==> config.mk <==
export PLATFORM = sky130hd
export DESIGN_NAME = shift_left_seq
export DESIGN_NICKNAME = d
export VERILOG_FILES = /design/src/rtl/shift_left_seq.sv
export SDC_FILE = /design/constraint.sdc
export NUM_CORES = 1
export LEC_CHECK = 0
export CAP_MARGIN = 20
export CELL_PAD_IN_SITES_DETAIL_PLACEMENT = 1
export CELL_PAD_IN_SITES_GLOBAL_PLACEMENT = 1
export CORE_UTILIZATION = 30
export DETAILED_ROUTE_END_ITERATION = 16
export PLACE_DENSITY_LB_ADDON = 0.3
export SLEW_MARGIN = 10
export SYNTH_ARGS = -nofsm -noshare
export SYNTH_HDL_FRONTEND = slang
export SYNTH_SLANG_ARGS = --single-unit
export TNS_END_PERCENT = 10
==> constraint.sdc <==
create_clock -name clk -period 5.7 [get_ports clk]
set_clock_uncertainty 0.2 [all_clocks]
set_input_delay 0.855 -clock clk [delete_from_list [all_inputs] [get_ports clk]]
set_output_delay 0.855 -clock clk [all_outputs]
set_load 0.03 [all_outputs]
==> src/rtl/shift_left_seq.sv <==
// Multi-cycle logical left shifter: captures X/Y/V on start, shifts one bit per clock
// inserting the captured fill bit at the LSB, then pulses done and holds the result.
module shift_left_seq #(
   parameter int WIDTH = 32,
   parameter int CNT_W = 6
) (
   input  logic             clk,
   input  logic             rst,
   input  logic             start,
   input  logic [WIDTH-1:0] X,
   input  logic [WIDTH-1:0] Y,
   input  logic             V,
   output logic [WIDTH-1:0] Z,
   output logic             busy,
   output logic             done
);

   localparam logic [1:0] ST_IDLE  = 2'd0;
   localparam logic [1:0] ST_SHIFT = 2'd1;
   localparam logic [1:0] ST_DONE  = 2'd2;

   localparam logic [CNT_W-1:0] CNT_MAX  = CNT_W'(WIDTH);
   localparam logic [CNT_W-1:0] CNT_ONE  = {{(CNT_W-1){1'b0}}, 1'b1};
   localparam logic [CNT_W-1:0] CNT_ZERO = {CNT_W{1'b0}};
   localparam logic [WIDTH-1:0] WIDTH_V  = WIDTH'(WIDTH);

   logic [1:0]       state_q, state_d;
   logic [WIDTH-1:0] z_q, z_d;
   logic [CNT_W-1:0] cnt_q, cnt_d;
   logic             fill_q, fill_d;
   logic             busy_q, busy_d;
   logic             done_q, done_d;

   // Next-state, datapath and counter update
   always_comb begin
      state_d = state_q;
      z_d     = z_q;
      cnt_d   = cnt_q;
      fill_d  = fill_q;
      case (state_q)
         ST_IDLE, ST_DONE: begin
            // DONE accepts a new start directly so back-to-back operations skip IDLE
            if (start) begin
               z_d     = X;
               fill_d  = V;
               state_d = ST_SHIFT;
               if (Y < WIDTH_V) begin
                  cnt_d = Y[CNT_W-1:0];
               end else begin
                  cnt_d = CNT_MAX;
               end
            end else begin
               state_d = ST_IDLE;
            end
         end
         ST_SHIFT: begin
            if (cnt_q != CNT_ZERO) begin
               z_d   = {z_q[WIDTH-2:0], fill_q};
               cnt_d = cnt_q - CNT_ONE;
            end else begin
               state_d = ST_DONE;
            end
         end
         default: begin
            state_d = ST_IDLE;
         end
      endcase
      busy_d = (state_d == ST_SHIFT);
      done_d = (state_d == ST_DONE);
   end

   // State and output registers with synchronous reset
   always_ff @(posedge clk) begin
      if (rst) begin
         state_q <= ST_IDLE;
         z_q     <= {WIDTH{1'b0}};
         cnt_q   <= CNT_ZERO;
         fill_q  <= 1'b0;
         busy_q  <= 1'b0;
         done_q  <= 1'b0;
      end else begin
         state_q <= state_d;
         z_q     <= z_d;
         cnt_q   <= cnt_d;
         fill_q  <= fill_d;
         busy_q  <= busy_d;
         done_q  <= done_d;
      end
   end

   assign Z    = z_q;
   assign busy = busy_q;
   assign done = done_q;

endmodule

== Word level (Yosys, flattened, before mapping) ==
Cells that the tools add are included.

* Word-level logic and storage cells: 30
* Output and inout port bits: 34
* Register bits after elaboration: 43
* Input port bits: 68

* Reductions and logical operators: 6
* $add $sub $neg: 1
* Mux-type cells: 10
* Equal/unequal tests: 6
* $lt $le $gt $ge: 1

{| class="wikitable"
|+ Operator list
! kind !! count
|-
| 32-bit two-way mux || 2
|-
| 32-bit one-hot mux with 2 select lines || 1
|-
| 32-bit by 6-bit < comparator with 1-bit output, second input constant || 1
|-
| 6-bit two-way mux || 3
|-
| 6-bit one-hot mux with 2 select lines || 1
|-
| 6-bit nonzero test || 1
|-
| 6-bit by 1-bit subtractor with 6-bit output, second input constant || 1
|-
| 2-bit by 1-bit equality test with 1-bit output, second input constant || 2
|-
| 2-bit equality test, second input constant || 2
|-
| 2-bit inequality test, second input constant || 2
|-
| 2-bit one-hot mux with 2 select lines || 1
|-
| 3-bit AND reduction || 1
|-
| 2-bit logical NOT || 1
|-
| 2-bit two-way mux || 1
|-
| 2-bit AND reduction || 1
|-
| 2-bit nonzero test || 1
|-
| 2-bit OR reduction || 1
|-
| 1-bit two-way mux || 1
|}

== Longest topological paths before layout ==
* Word-level depth: 4
* Depth in mapped cells: 7
* Gate-level depth less buffers: 6

== Worst setup path before layout ==
Ideal clock, no wire load.

* Path type: input-to-reg
* From: input Y[28]
* To: register cnt_q[3]
* Buffers on the path: 0
* Setup slack: 3453 ps
* Data arrival time: 1961 ps
* Cell stages on the path: 4
* Path through: nor4_2 nand4_1 or4_1 a211oi_1

* Word-level cells in the longest chain between the ends: 4

{| class="wikitable"
|+ RTL lines
! element !! RTL line !! text
|-
| from (decl) || 11 || <nowiki>input logic [WIDTH-1:0] Y,</nowiki>
|-
| 32-bit by 6-bit < comparator with 1-bit output || 47 || <nowiki>if (Y < WIDTH_V) begin</nowiki>
|-
| 6-bit two-way mux || 47 ||
|-
| 6-bit two-way mux || 43 || <nowiki>if (start) begin</nowiki>
|-
| 6-bit one-hot mux with 2 select lines || 40 || <nowiki>case (state_q)</nowiki>
|-
| to (signal assigned) || 84 || <nowiki>cnt_q <= cnt_d;</nowiki>
|-
| to (decl) || 29 || <nowiki>logic [CNT_W-1:0] cnt_q, cnt_d;</nowiki>
|}

No other way between the ends. The select of a mux whose other input is x is not followed.
A chain may end at the register's enable or synchronous reset.

== Final worst setup path ==
* From: register state_q[1]
* To: register z_q[28], in the netlist Z[28]

* Word-level cells in the longest chain between the ends: 4

{| class="wikitable"
|+ RTL lines
! element !! RTL line !! text
|-
| from (decl) || 27 || <nowiki>logic [1:0] state_q, state_d;</nowiki>
|-
| from (signal assigned) || 82 || <nowiki>state_q <= state_d;</nowiki>
|-
| 2-bit equality test / 2-bit logical NOT (equally long branches) || 40 ||
|-
| 2-bit OR reduction || 40 ||
|-
| 2-bit inequality test (no source line) / 2-bit nonzero test (equally long branches) || - ||
|-
| 3-bit AND reduction (no source line) || - ||
|-
| to (signal assigned) || 76 || <nowiki>z_q <= {WIDTH{1'b0}};</nowiki>
|-
| to (signal assigned) || 83 || <nowiki>z_q <= z_d;</nowiki>
|-
| to (decl) || 28 || <nowiki>logic [WIDTH-1:0] z_q, z_d;</nowiki>
|}

Several ways; a longest one is shown, not always the timed one.

==> metrics <==
Reg clk slew, reported paths 0.09 ns; f_max 0.343 GHz; Max Cap Violations 0; fill count 813; top fanout value on the critical path 24; final hold violation count 0; status finished, final reports clean; Sw Pwr 370 uW; Post-synth top cells 72 x nand2_1, 43 x dfxtp_1, 38 x nor3_1; Post-route DRC 0; CP bufs+invs 2; P&R area growth vs syn 56.0%; leakage 1.14 nW; headroom to the max-slew limit 39.6%; register area share after synthesis 41.1%; HPWL after DPL 5.06 mm; Clk Latency, worst-skew pair 0.30 ns; sequential share of power 38.4%; Setup crit end kind register; post-layout power 1.00 mW; drt via density 5.43; Slew Limit Fails 0; Sink Count 43; sw frac 37.0%; Synth Net Count 334; Post-CTS Setup Inserts 0; top cells by area, synth dfxtp_1 41%, a311oi_1 13%, nand2_1 13%; CTS tree yes; Yosys cell types 31; area occupied by multi-input gates 0.00112 sq mm; Post-DRT Antenna Nets 0; CP startpoint kind register; # diodes 0; GRT Residual Overflow 0; core area 0.00676 sq mm; Port Buffers 101; initial antenna violation count 0; layout cells sized above 1 6.21%; Die Wd 85.6 um; Slowest-stage cell, CP nand2b_1; largest net degree at the start of global routing 49; ys flop type dfxtp_1; Worst Hold Class reg -> reg; critical-path cell list nand2b_1 > buf_4 > a21oi_2 > buf_4 > nor3_1 > a311oi_1; Hold Buf Count CTS 0; area leader, netlist dfxtp_1; crit share post-route 51.2%; vias in the first global route 2395; power share of the clock group 22.0%; Vert. Die Dim 85.6 um; internal power 630 uW; sum of negative setup slack 0 ns; Worst EP arrival 2.91 ns; DRT Wirelength 7.22 mm; DR vias 2357; Avg WL per Cell 16.6 um; Synth Warn # 0; slew of the pin with the lowest slew margin 0.906 ns; post-synth top area share 41.1%; # resized after CTS 0; H-tree Lvls 2; GP Congestion 0.798; max incr delay on CP 0.56 ns; GR Util All Layers 20.3%; global-route wire length before repair 11.9 mm; die area 0.00733 sq mm; final core utilization 48.4%; Syn Inst Count 264; Avg Inst Size Synth 7.94 sq um; DR pass1 iterations 4; number of synthesized flops with an enable pin 0; VDD IR max 127 uV; synthesized area 0.00210 sq mm; Bufs on Longest Clock Path 2; most frequent CP cell buf_4; PwrDens 306 mW/mm^2; endpoints failing setup 0; IO Pins 102; RSZ-0062 raised after global routing no; CTS buffer count 5; initial DRC count 127; most common cell in the netlist nand2_1; Rows 30; Synth Register Bits 43; Final nets 423; Critical Setup Path Class reg -> reg; initial core utilization 31.0%; CTS root buf clkbuf_8; Crit path required time 5.69 ns; Synth async-reset ratio 0%; min cycle time layout 2.92 ns; sequential cell area 861 sq um; Largest delay share family, worst path buffers and inverters; Gate power share 39.6%
-- cell type report --
type / count / area share [%]
inverter: 5 / 0.574
clock buffer: 7 / 2.94
tap: 80 / 3.06
clock inverter: 1 / 0.229
multi-input combinational: 192 / 34.4
timing repair buffer: 106 / 32.5
sequential: 43 / 26.3
-- routing by layer --
metal,wire length [um],vias to the layer above,part of all wire (%),GRT usage (%)
li1,-,1150,-,-
met3,327,8,4.5,3.75
met1,3350,1138,46,26.8
met2,3480,61,48,34.2
met4,68,0,0.94,5.15
met5,0,-,0,0
-- metrics by stage --
step | setup slack [ns] | hold slack (ns) | instance area (sq um) | std cells
global route | 2.56 | 0.308 | 3270 | 434
detailed placement | 2.44 | 0.286 | 3140 | 425
CTS | 2.41 | 0.301 | 3240 | 433
global placement | 2.57 | 0.288 | 3140 | 425
finish | 2.78 | 0.307 | 3270 | 434
floorplan | 3.45 | 0.237 | 2100 | 264
-- power by group through the flow --
stage	sequential (mW)	combinational [mW]	clock (mW)
2_1_floorplan	0.455	0.156	0
3_3_place_gp	0.390	0.379	0
3_5_place_dp	0.392	0.389	0
4_1_cts	0.384	0.390	0.222
5_1_grt	0.391	0.425	0.238
6_report	0.385	0.396	0.220
-- kinds of logic (layout without fill, tap and decap cells) --
family,Yosys count,in the layout,share of synthesized area (%)
AOI/OAI and AO/OA,54,54,20.7
buffers and inverters,29,119,5.55
xor gates and xnor gates,2,2,0.835
and+or+nand+nor,134,134,30.7
adders and majority gates,2,2,1.19
DFF,43,43,41.1
-- tightest hold or removal path: stages, from the launching register on --
cell	delay, ns
dfxtp_1	0.33
nand2_1	0.06
a311oi_1	0.07
-- worst paths after layout --
| path | to | from | cells past startpoint | slack [ns] |
|---|---|---|---|---|
| setup reg to reg | Z[28] | state_q[1] | 6 | 2.78 |
| setup / recovery | Z[28] | state_q[1] | 6 | 2.78 |
| hold reg to reg | Z[3] | Z[2] | 2 | 0.31 |
| hold / removal | Z[3] | Z[2] | 2 | 0.31 |
-- cell usage in the layout, fill, tap and decap left out, types with 3 or more instances in the layout --
cell type	instances
nor2_1	4
clkbuf_8	7
a311oi_1	32
a21oi_1	7
inv_1	5
a211oi_1	3
or4_1	3
buf_4	4
dfxtp_1	43
nor3_1	38
nor4_2	4
clkdlybuf4s50_1	100
nand2_1	72
-- sequential cells by signal, summed over array words and instances, names as in the netlist --
register	flops
state_q	2
Z	32
done	1
busy	1
cnt_q	6
fill_q	1
Note: power is estimated with default switching activity, not from simulation.
